===== src/rtl/lsu_pkg.sv =====
// Shared encodings for the load/store unit.
// Access sizes and FSM state type.
package lsu_pkg;

    localparam logic [1:0] SZ_BYTE = 2'b00;
    localparam logic [1:0] SZ_HALF = 2'b01;
    localparam logic [1:0] SZ_WORD = 2'b10;

    typedef enum logic [1:0] {
        IDLE   = 2'd0,
        ACCESS = 2'd1,
        MERGE  = 2'd2,
        RESP   = 2'd3
    } lsu_state_e;

endpackage


===== src/rtl/lsu_lane_logic.sv =====
// Little-endian lane extract/extend for loads and lane merge for
// sub-word stores; purely combinational.
module lsu_lane_logic
    import lsu_pkg::*;
(
    input  logic [31:0] word,
    input  logic [1:0]  off,
    input  logic [1:0]  size,
    input  logic        uns,
    input  logic [31:0] sdata,
    output logic [31:0] load_val,
    output logic [31:0] store_word
);

    logic [7:0]  byte_v;
    logic [15:0] half_v;

    always_comb begin
        byte_v     = word[{off, 3'b000} +: 8];
        half_v     = off[1] ? word[31:16] : word[15:0];
        load_val   = word;
        store_word = sdata;
        unique case (size)
            SZ_BYTE: begin
                load_val   = {{24{~uns & byte_v[7]}}, byte_v};
                store_word = word;
                store_word[{off, 3'b000} +: 8] = sdata[7:0];
            end
            SZ_HALF: begin
                load_val   = {{16{~uns & half_v[15]}}, half_v};
                store_word = word;
                if (off[1]) store_word[31:16] = sdata[15:0];
                else        store_word[15:0]  = sdata[15:0];
            end
            default: ;
        endcase
    end

endmodule


===== src/rtl/load_store_unit.sv =====
// Single-outstanding load/store unit in front of the unified memory;
// sub-word stores go through a read-modify-write MERGE step.
module load_store_unit
    import lsu_pkg::*;
#(
    parameter int unsigned MEM_BYTES = 2048,
    parameter int unsigned DATA_BASE = 1024
) (
    input  logic        clk,
    input  logic        reset,
    input  logic        req,
    output logic        ready,
    input  logic        we,
    input  logic [1:0]  size,
    input  logic        uns,
    input  logic [31:0] addr,
    input  logic [31:0] wdata,
    output logic        done,
    output logic [31:0] rdata,
    output logic        err,
    output logic        mem_we,
    output logic [31:0] mem_addr,
    output logic [31:0] mem_wdata,
    input  logic [31:0] mem_rdata
);

    lsu_state_e  state_q, state_d;
    logic        we_q, we_d;
    logic [1:0]  size_q, size_d;
    logic        uns_q, uns_d;
    logic [31:0] addr_q, addr_d;
    logic [31:0] wdata_q, wdata_d;
    logic [31:0] merge_q, merge_d;
    logic [31:0] rdata_q, rdata_d;
    logic        err_q, err_d;

    logic        accept;
    logic        fault;
    logic        sub_store;
    logic [31:0] lane_word;
    logic [31:0] load_val;
    logic [31:0] store_word;

    assign accept    = req && ready;
    assign sub_store = we_q && (size_q != SZ_WORD);
    assign lane_word = (state_q == MERGE) ? merge_q : mem_rdata;

    // Any of these blocks the memory access entirely.
    assign fault = (size == 2'b11)
                || (size == SZ_HALF && addr[0])
                || (size == SZ_WORD && addr[1:0] != 2'b00)
                || (addr >= MEM_BYTES)
                || (we && addr < DATA_BASE);

    lsu_lane_logic u_lane (
        .word       (lane_word),
        .off        (addr_q[1:0]),
        .size       (size_q),
        .uns        (uns_q),
        .sdata      (wdata_q),
        .load_val   (load_val),
        .store_word (store_word)
    );

    always_ff @(posedge clk) begin
        if (reset) state_q <= IDLE;
        else       state_q <= state_d;
    end

    always_comb begin
        state_d = state_q;
        unique case (state_q)
            IDLE:    if (accept) state_d = fault ? RESP : ACCESS;
            ACCESS:  state_d = sub_store ? MERGE : RESP;
            MERGE:   state_d = RESP;
            RESP:    state_d = IDLE;
            default: state_d = IDLE;
        endcase
    end

    always_comb begin
        ready     = (state_q == IDLE);
        done      = (state_q == RESP);
        rdata     = rdata_q;
        err       = err_q;
        mem_addr  = {addr_q[31:2], 2'b00};
        mem_we    = !reset && ((state_q == ACCESS && we_q && !sub_store)
                               || state_q == MERGE);
        mem_wdata = mem_we ? store_word : 32'd0;
    end

    // rdata/err only change on the edge that enters RESP.
    always_comb begin
        we_d    = we_q;
        size_d  = size_q;
        uns_d   = uns_q;
        addr_d  = addr_q;
        wdata_d = wdata_q;
        merge_d = merge_q;
        rdata_d = rdata_q;
        err_d   = err_q;
        unique case (state_q)
            IDLE: if (accept) begin
                we_d    = we;
                size_d  = size;
                uns_d   = uns;
                addr_d  = addr;
                wdata_d = wdata;
                if (fault) begin
                    rdata_d = 32'd0;
                    err_d   = 1'b1;
                end
            end
            ACCESS: begin
                if (!we_q) begin
                    rdata_d = load_val;
                    err_d   = 1'b0;
                end else if (!sub_store) begin
                    rdata_d = 32'd0;
                    err_d   = 1'b0;
                end else begin
                    merge_d = mem_rdata;
                end
            end
            MERGE: begin
                rdata_d = 32'd0;
                err_d   = 1'b0;
            end
            default: ;
        endcase
    end

    always_ff @(posedge clk) begin
        if (reset) begin
            we_q    <= 1'b0;
            size_q  <= 2'b00;
            uns_q   <= 1'b0;
            addr_q  <= 32'd0;
            wdata_q <= 32'd0;
            merge_q <= 32'd0;
            rdata_q <= 32'd0;
            err_q   <= 1'b0;
        end else begin
            we_q    <= we_d;
            size_q  <= size_d;
            uns_q   <= uns_d;
            addr_q  <= addr_d;
            wdata_q <= wdata_d;
            merge_q <= merge_d;
            rdata_q <= rdata_d;
            err_q   <= err_d;
        end
    end

endmodule


===== config.mk =====
export PLATFORM = sky130hd
export DESIGN_NAME = load_store_unit
export DESIGN_NICKNAME = d
export VERILOG_FILES = /design/src/rtl/lsu_pkg.sv /design/src/rtl/lsu_lane_logic.sv /design/src/rtl/load_store_unit.sv
export SDC_FILE = /design/constraint.sdc
export NUM_CORES = 1
export LEC_CHECK = 0
export CORE_UTILIZATION = 52
export CTS_CLUSTER_DIAMETER = 120
export CTS_CLUSTER_SIZE = 12
export DETAILED_ROUTE_END_ITERATION = 7
export GPL_ROUTABILITY_DRIVEN = 1
export PLACE_DENSITY = 0.86
export SLEW_MARGIN = 20
export SYNTH_ARGS = -nofsm -noshare
export SYNTH_HDL_FRONTEND = slang
export SYNTH_SLANG_ARGS = --single-unit

===== constraint.sdc =====
create_clock -name clk -period 8.4 [get_ports clk]
set_clock_uncertainty 0.1 [all_clocks]
set_input_delay 1.68 -clock clk [delete_from_list [all_inputs] [get_ports clk]]
set_output_delay 1.68 -clock clk [all_outputs]
set_load 0.005 [all_outputs]

## Word level (Yosys, flattened, before mapping)

Cells that the tools add are included.

- Add/sub/neg operators: 1
- Multipliers: 0
- Divide/modulo/power cells: 0
- $lt $le $gt $ge: 2
- Equality and inequality tests: 11
- Shift operators: 3
- Mux-type cells: 22
- Bitwise operators: 3
- Reduce and logical (&&, ||, !) cells: 22

Operators by type and width:

| kind | number |
|---|---|
| $mux W32 | 6 |
| $pmux W32 S2 | 2 |
| $pmux W32 S3 | 1 |
| $mux W16 | 3 |
| $bwmux W32 | 1 |
| $ge A32 B12 Y1 const B | 1 |
| $lt A32 B11 Y1 const B | 1 |
| $shift A8 B7 Y32 const A | 1 |
| $shiftx A32 B6 Y8 | 1 |
| $shiftx A8 B7 Y32 | 1 |
| $eq A2 B2 Y1 const B | 4 |
| $logic_and A1 B1 Y1 | 8 |
| $pmux W2 S4 | 1 |
| $neg A5 Y7 | 1 |
| $eq A2 B1 Y1 const B | 3 |
| $logic_or A1 B1 Y1 | 5 |
| $mux W1 | 5 |
| $logic_not A2 Y1 | 2 |
| $mux W2 | 2 |
| $ne A2 B1 Y1 const B | 2 |
| $reduce_and A4 Y1 | 1 |
| $ne A3 B3 Y1 const B | 1 |
| $pmux W1 S3 | 1 |
| $reduce_and A3 Y1 | 1 |
| 7 further kinds | 9 |

- Register bits: 135
- Latch bits: 0
- Memory bits (writable): 0
- ROM bits: 0
- Input port bits: 103
- Output and inout bits: 100
- Word-level logic and storage cells: 73
- Memories: 0

## Logic depth before layout (Yosys ltp)

Gate-level depths: netlist of run 1.

- Depth after elaboration: 9
- Depth in mapped cells: 11
- Mapped depth without buffers: 7

## Hierarchy

From an unflattened synthesis of run 1, not the netlist that was laid out.

- Cells, all modules: 973
- Area total of the unflattened synthesis: 7571.0 um2

By module, submodules not included:

| module | times used | cells each | area an instance (um2) | sequential area each (um2) |
|---|---|---|---|---|
| load_store_unit | 1 | 718 | 5904.4 | 2702.6 |
| lsu_lane_logic | 1 | 255 | 1666.6 | 0.0 |

## Worst setup path after synthesis of run 1

Ideal clock, no wire load.

- Path kind: input -> output
- Start: input reset
- End: output mem_wdata[13]
- Data arrival time: 2.739 ns
- Setup slack: 3.881 ns
- Stages on the path: 5
- Cells stage by stage: clkbuf_1 > or2_1 > clkbuf_1 > clkbuf_1 > a2111oi_0

- Longest elaborated chain between the ends: 3

RTL lines:

| element | RTL line | RTL |
|---|---|---|
| start, declared | load_store_unit.sv:10 | `input logic reset,` |
| $logic_not A1 Y1 | load_store_unit.sv:87 | `mem_we = !reset && ((state_q == ACCESS && we_q && !sub_store)` |
| $logic_and A1 B1 Y1 | load_store_unit.sv:87 |  |
| $mux W32 | load_store_unit.sv:89 | `mem_wdata = mem_we ? store_word : 32'd0;` |
| end, declared | load_store_unit.sv:23 | `output logic [31:0] mem_wdata,` |

Every way passes these cells.

## Final worst setup path of run 1

- Start: register addr_q[1]
- End: output mem_wdata[9]

- Longest elaborated chain between the ends: 5
- Elaborated cells between the ends (all ways): 7
- Those cells by class: add/sub (1); shift (2); mux (4)

RTL lines:

| element | RTL line | RTL |
|---|---|---|
| start, declared | load_store_unit.sv:31 | `logic [31:0] addr_q, addr_d;` |
| start signal, assigned | load_store_unit.sv:147 | `addr_q <= addr_d;` |
| $neg A5 Y7 | lsu_lane_logic.sv:27 | `store_word[{off, 3'b000} +: 8] = sdata[7:0];` |
| $shiftx A8 B7 Y32 / $shift A8 B7 Y32 (equally long branches) | lsu_lane_logic.sv:27 |  |
| $bwmux W32 | lsu_lane_logic.sv:27 |  |
| $pmux W32 S2 * | lsu_lane_logic.sv:23 | `unique case (size)` |
| $mux W32 * | load_store_unit.sv:89 |  |

Mark *: on every way between the ends. The rest lies on a longest branch, timed or not.

==> qor.yml, run 1 <==
finalMaxSlewViolations: 0
rsz0062_at_grt: "false"
h-tree-depth: 4
power_frac_seq_pct: 30.8
status: "finished clean"
power.internal_mw: 1.65
crit_fanout: 38
grt_use_total_pct: 31.7
relSlewSlack_pct: 36.7
worstHoldPathType: "reg -> reg"
coreArea_sq_um: 13300
peakVddDrop_mv: 0.165
vias: 7285
fillCellCount: 1080
drcViolationCount: 0
clkTransAtPathRegs_ps: 60
fin_crit_sh_pct: 71.5
dp_cells: 1215
die_h_microns: 120
antenna_found_initial: 0
ys_warn_count: 0
dp_hpwl_microns: 15500
p_leak_nw: 3.52
grt-ovfl-total: 0
syn_to_final_growth_pct: 33.6
die_x_microns: 120
yosysSeqAreaShare_pct: 37.6
synth-edff-count: 0
power.net_switching_uw: 961
critPathBufInv: 2
post_cts_buffers: 0
ys_ff_latch: 135
min_period_ps: 6010
cts_resized: 0
rows: 42
dpl_cell_area_sq_um: 8970
fin_cells: 1248
postSynthAreaPerCell_sq_um: 7.73
timing.fmax_mhz: 166
cp.required_ps: 6620
cp_data_arrival_time_ps: 4230
critPathKind: "reg -> out"
finalHoldViolations: 0
timing.max_cap.violations: 0
synth_top_area_share_pct: 37.6
cp_slowest_cell: "a2111oi_0"
portBuffers: 200
clock_sinks: 135
fin_nets: 1171
antenna_left: 0
cp_slowest_stage_delay_ps: 730
gp_congestion: 0.891
wl_per_cell_microns: 17.9
async_reset_ff_share_pct: 0
wirelength_microns: 22400
setup_viol: 0
start_kind: "flop"
cts_buffer_depth: 2
grt_pass1_wl_microns: 35200
clock_latency_ps: 430
netSwitchingFraction_pct: 36.8
path_cells: "clkinv_4, ha_1, nand2_1, nor3_1, a21oi_1, a2111oi_0, clkdlybuf4s50_1"
syn-instance-count: 931
antenna_cells: 0
syn-cell-area_sq_um: 7190
crit_family: "buffers and inverters"
synthFlopType: "dfxtp_1"
clockPowerShare_pct: 29.7
ios: 203
viasPerCell: 5.84
cts-root-buf: "clkbuf_16"
postCtsHoldBufs: 0
post-synth-top-area-cell: "dfxtp_1"
worst_pin_slew_ps: 945
numCtsBuffers: 17
initial_core_util_pct: 53.9
power_frac_comb_pct: 39.5
grt_pass1_vias: 6777
synth_area_leaders: "dfxtp_1, nand2_1, a21oi_1, mux2i_1, buf_4"
tns_ps: 0
synth_cell_type_count: 53
end_kind: "primary output"
grt_max_degree: 106
drt_pass1_iterations: 6
pwr_density_cell_nw_per_um2: 272
die_area_sq_um: 14300
drt-initial-drc-count: 795
layout-drive-gt1-share_pct: 7.18
cts_tree: "done"
design_area_sq_um: 9610
-- cell usage in the layout, fill, tap and decap left out, types with 4 or more instances in the layout --
cell and instances:
clkinvlp_4 4, nand2b_1 4, or2_2 11, a21o_1 9, mux2i_1 46, a221oi_1 8
a32o_1 14, clkinv_4 4, clkdlybuf4s50_1 199, a21oi_1 139, clkbuf_16 17, mux2_1 7
a2111oi_0 15, a22o_1 17, o21ai_0 18, a211oi_1 17, nor2_1 37, inv_1 4
nand2_1 264, nor4_1 4, nor3_1 6, o21ai_1 9, dfxtp_1 134, nand3_1 10
buf_4 13, a211o_1 8, ha_1 8
-- synth_stat cells, types with 2 or more instances --
master,number
a21oi_1,140
buf_4,35
nor2_1,37
nor3_1,6
and2_1,2
or2_2,10
mux2i_1,46
mux4_2,3
nand3_1,10
clkbuf_1,51
a211oi_1,17
nand2_1,265
a21o_1,9
ha_1,9
a211o_1,8
nor4_1,4
a32o_1,14
dfxtp_1,135
buf_1,7
inv_1,4
nor3b_1,2
nor2b_1,3
o21ai_1,9
o21ai_0,18
a22o_1,17
mux2_1,7
a221oi_1,8
nand2b_1,4
nor4bb_1,2
buf_6,3
buf_2,9
a2111oi_0,15
inv_2,2
-- registers in the layout, summed over array words and instances, names as in the netlist --
register and cells:
err 1, wdata_q 32, merge_q 32, state_q 2
addr_q 32, we_q 1, size_q 2, uns_q 1
rdata 32
-- worst reg2reg max path, delay by kind of cell, from the launching register on --
| family | cells | cell delay [ps] |
|---|---|---|
| compound gates | 2 | 360 |
| simple gates | 1 | 850 |
| flops | 1 | 410 |
| buf+inv | 1 | 510 |
| mux | 2 | 550 |
| fa+ha+maj | 1 | 470 |
-- power by group through the flow --
stage	registers [mW]	clock network (mW)	logic (mW)
3_3_place_gp	0.811	0	0.993
5_1_grt	0.814	0.811	1.12
4_1_cts	0.802	0.781	1.02
3_5_place_dp	0.815	0	1.01
6_report	0.804	0.777	1.03
2_1_floorplan	0.792	0	0.689
-- stage by stage --
stage               hold slack (ps)  util, %  power, mW  worst slack (ps)
floorplan                       336        -       1.48              3880
global placement                341     67.2       1.80              2680
detailed placement              346     67.2       1.82              2720
CTS                             354     71.8       2.60              2450
global route                    372     72.0       2.75              2180
finish                          354     72.0       2.61              2390
-- kinds of logic after synthesis --
logic type               synth area share (%)
buffers and inverters                    8.21
AO/OA/AOI/OAI                            23.6
other                                  0.0521
multiplexers                             8.80
adder cells (fa/ha/maj)                  1.57
AND/OR/NAND/NOR                          20.2
flip-flops                               37.6
-- layout make-up --
class | count | area, sq um | area share [%]
Clock buffer | 18 | 439 | 4.57
Sequential cell | 135 | 2700 | 28.1
Multi-Input combinational cell | 685 | 3930 | 40.8
Inverter | 7 | 31.3 | 0.325
Tap cell | 176 | 220 | 2.29
Timing Repair Buffer | 213 | 2120 | 22.0
Clock inverter | 14 | 174 | 1.81
-- final timing paths --
path                            depth (start not counted)  slack, ps                      from                        to
worst min-delay path                                    2        350  wdata_q[26]$_SDFFE_PP0P_  wdata_q[26]$_SDFFE_PP0P_
worst max-delay path                                    7       2390    addr_q[1]$_SDFFE_PP0P_              mem_wdata[9]
worst max register to register                          7       5100   state_q[1]$_SDFFE_PP0N_    rdata[18]$_SDFFE_PP0P_
worst min register to register                          2        350  wdata_q[26]$_SDFFE_PP0P_  wdata_q[26]$_SDFFE_PP0P_
-- per-layer routing --
metal  routed length, microns  vias to the layer above  track usage, %
li1                         -                     3476               -
met1                     9210                     3343            41.1
met2                    10300                      405            50.4
met3                     2170                       61            8.08
met4                      647                        0            12.3
met5                        0                        -               0
Note: power is estimated with default switching activity, not from simulation.
==> run 2, diff against run 1 <==
--- a/config.mk
+++ b/config.mk
@@ -5,12 +5,12 @@
 export SDC_FILE = /design/constraint.sdc
 export NUM_CORES = 1
 export LEC_CHECK = 0
-export CORE_UTILIZATION = 52
+export CORE_UTILIZATION = 49
 export CTS_CLUSTER_DIAMETER = 120
 export CTS_CLUSTER_SIZE = 12
 export DETAILED_ROUTE_END_ITERATION = 7
 export GPL_ROUTABILITY_DRIVEN = 1
-export PLACE_DENSITY = 0.86
+export PLACE_DENSITY = 0.82
 export SLEW_MARGIN = 20
 export SYNTH_ARGS = -nofsm -noshare
 export SYNTH_HDL_FRONTEND = slang
==> constraint.sdc (replaced) <==
create_clock -name clk -period 6.16 [get_ports clk]
set_clock_uncertainty 0.1 [all_clocks]
set_input_delay 1.232 -clock clk [delete_from_list [all_inputs] [get_ports clk]]
set_output_delay 1.232 -clock clk [all_outputs]
set_load 0.005 [all_outputs]
==> qor.yml, run 2 (synthesized netlist as in run 1, its figures left out) <==
layout_commonest_cell: "nand2_1"  # unchanged
antenna_left: 0  # unchanged
status: "finished clean"  # unchanged
p_leak_nw: 3.56  # was 3.52 nW
worstHoldPathType: "reg -> reg"  # unchanged
worst_pin_slew_ps: 959  # was 945 ps
drcViolationCount: 0  # unchanged
setup_viol: 0  # unchanged
cts_resized: 0  # unchanged
clockPowerShare_pct: 30.3  # was 29.7%
critPathKind: "reg -> out"  # unchanged
initial_core_util_pct: 51.0  # was 53.9%
startpoint: "addr_q[1]$_SDFFE_PP0P_"  # unchanged
timing.max_cap.violations: 0  # unchanged
drt_pass1_iterations: 6  # unchanged
portBuffers: 200  # unchanged
total_power_mw: 3.61  # was 2.61 mW
cts_tree: "done"  # unchanged
finalHoldViolations: 0  # unchanged
post_cts_buffers: 0  # unchanged
grt_use_total_pct: 30.0  # was 31.7%
h-tree-depth: 4  # unchanged
ios: 203  # unchanged
layout-drive-gt1-share_pct: 7.42  # was 7.18%
timing.fmax_mhz: 181
r2r.worst_path.cells: 6  # was 7
peakVddDrop_mv: 0.219  # was 0.165 mV
worstHoldStart: "addr_q[22]$_SDFFE_PP0P_"  # was wdata_q[26]$_SDFFE_PP0P_
cp_slowest_cell: "nor3_1"  # was a2111oi_0
clock_sinks: 135  # unchanged
start_kind: "flop"  # unchanged
end_kind: "primary output"  # unchanged
crit_fanout: 38  # unchanged
power.net_switching_mw: 1.30  # was 961 uW
reg2reg_slack_ps: 3100  # was 5100 ps
antenna_cells: 0  # unchanged
drt-initial-drc-count: 683  # was 795
antenna_found_initial: 0  # unchanged
power.internal_mw: 2.31  # was 1.65 mW
rows: 43  # was 42
postCtsHoldBufs: 0  # unchanged
die_area_sq_um: 15200  # was 14300 sq um
crit_end: "mem_wdata[12]"  # was mem_wdata[9]
hold_slack_ps: 351  # was 354 ps
netSwitchingFraction_pct: 36.0  # was 36.8%
wirelength_microns: 22400  # about the same
power_frac_seq_pct: 30.8  # about the same
relSlewSlack_pct: 35.8  # was 36.7%
die_x_microns: 123  # was 120 microns
cp_slowest_stage_delay_ps: 700  # was 730 ps
path_cells: "clkinv_4, ha_1, nand2_1, nor3_1, a21oi_1, a2111oi_0, clkdlybuf4s50_1"  # unchanged
clkTransAtPathRegs_ps: 60  # about the same
clock_latency_ps: 430  # about the same
fin_nets: 1177  # was 1171
grt-ovfl-total: 0  # unchanged
timing.rr.end: "rdata[31]$_SDFFE_PP0P_"  # was rdata[18]$_SDFFE_PP0P_
syn_to_final_growth_pct: 34.3  # was 33.6%
cts-root-buf: "clkbuf_16"  # unchanged
finalMaxSlewViolations: 0  # unchanged
numCtsBuffers: 17  # unchanged
gp_congestion: 0.953  # was 0.891
die_h_microns: 123  # was 120 microns
grt_pass1_wl_microns: 34800  # was 35200 microns
dp_hpwl_microns: 15600  # was 15500 microns
regToRegStartpoint: "state_q[1]$_SDFFE_PP0N_"  # unchanged
grt_max_degree: 75  # was 106
power_frac_comb_pct: 39.0  # was 39.5%
wl_per_cell_microns: 17.8  # was 17.9 microns
cts_buffer_depth: 2  # unchanged
grt_pass1_vias: 6717  # was 6777
pwr_density_cell_nw_per_um2: 373  # was 272 nW/um^2
tns_ps: 0  # unchanged
coreArea_sq_um: 14100  # was 13300 sq um
cp_data_arrival_time_ps: 4200  # was 4230 ps
viasPerCell: 5.83  # was 5.84
fin_crit_sh_pct: 89.8
cp.required_ps: 4830  # was 6620 ps
vias: 7328  # was 7285
min_period_ps: 5530
final_cell_mix: "nand2_1, clkdlybuf4s50_1, a21oi_1, dfxtp_1, mux2i_1"  # unchanged
rsz0062_at_grt: "false"  # unchanged
-- run 2: final cells by class --
class                      count  area [sq um]
clock buffer                  18           439
clock inverter                14           198
fill                        1201          4440
inverter                       7          31.3
multi-input combinational    685          3920
sequential                   135          2700
tap                          180           225
timing repair buffer         219          2140
-- run 2: per-layer routing --
layer / vias to the layer above / track usage (%) / part of all wire, %
met5: - / 0 / 0
li1: 3494 / - / -
met1: 3451 / 39.2 / 42
met3: 42 / 7.01 / 9.2
met2: 341 / 47.7 / 46
met4: 0 / 11.6 / 2.4
-- run 2: per-stage QoR --
| stage | util (%) | instances | cell area (sq um) | setup slack [ps] |
|---|---|---|---|---|
| 4_1_cts | 68.5 | 1258 | 9650 | 728 |
| 3_5_place_dp | 64.0 | 1226 | 9020 | 1190 |
| 3_3_place_gp | 64.0 | 1226 | 9020 | 1200 |
| 6_report | 68.5 | 1258 | 9660 | 627 |
| 5_1_grt | 68.5 | 1258 | 9660 | 325 |
| 2_1_floorplan | - | 932 | 7200 | 2350 |
-- run 2: critical path, delay by kind of cell (launching register included) --
kind | cells | cell delay [ps]
buf+inv | 2 | 1060
simple gates | 2 | 760
fa+ha+maj | 1 | 460
flops | 1 | 670
compound gates | 2 | 830
-- run 2: worst min-delay path by stage --
stage / to / slack [ps] / cells after the start
6_report: addr_q[22]$_SDFFE_PP0P_ / 350 / 2
5_1_grt: addr_q[26]$_SDFFE_PP0P_ / 370 / 2
4_1_cts: merge_q[6]$_SDFFE_PP0P_ / 350 / 2
3_5_place_dp: addr_q[16]$_SDFFE_PP0P_ / 350 / 2
3_3_place_gp: addr_q[18]$_SDFFE_PP0P_ / 340 / 2
2_1_floorplan: merge_q[0]$_SDFFE_PP0P_ / 340 / 2
-- run 2: power groups by stage --
stage,Clock [mW],Sequential (mW),Combinational [mW]
6_report,1.09,1.11,1.40
4_1_cts,1.10,1.11,1.39
3_5_place_dp,0,1.12,1.38
3_3_place_gp,0,1.12,1.36
5_1_grt,1.14,1.12,1.53
2_1_floorplan,0,1.08,0.940
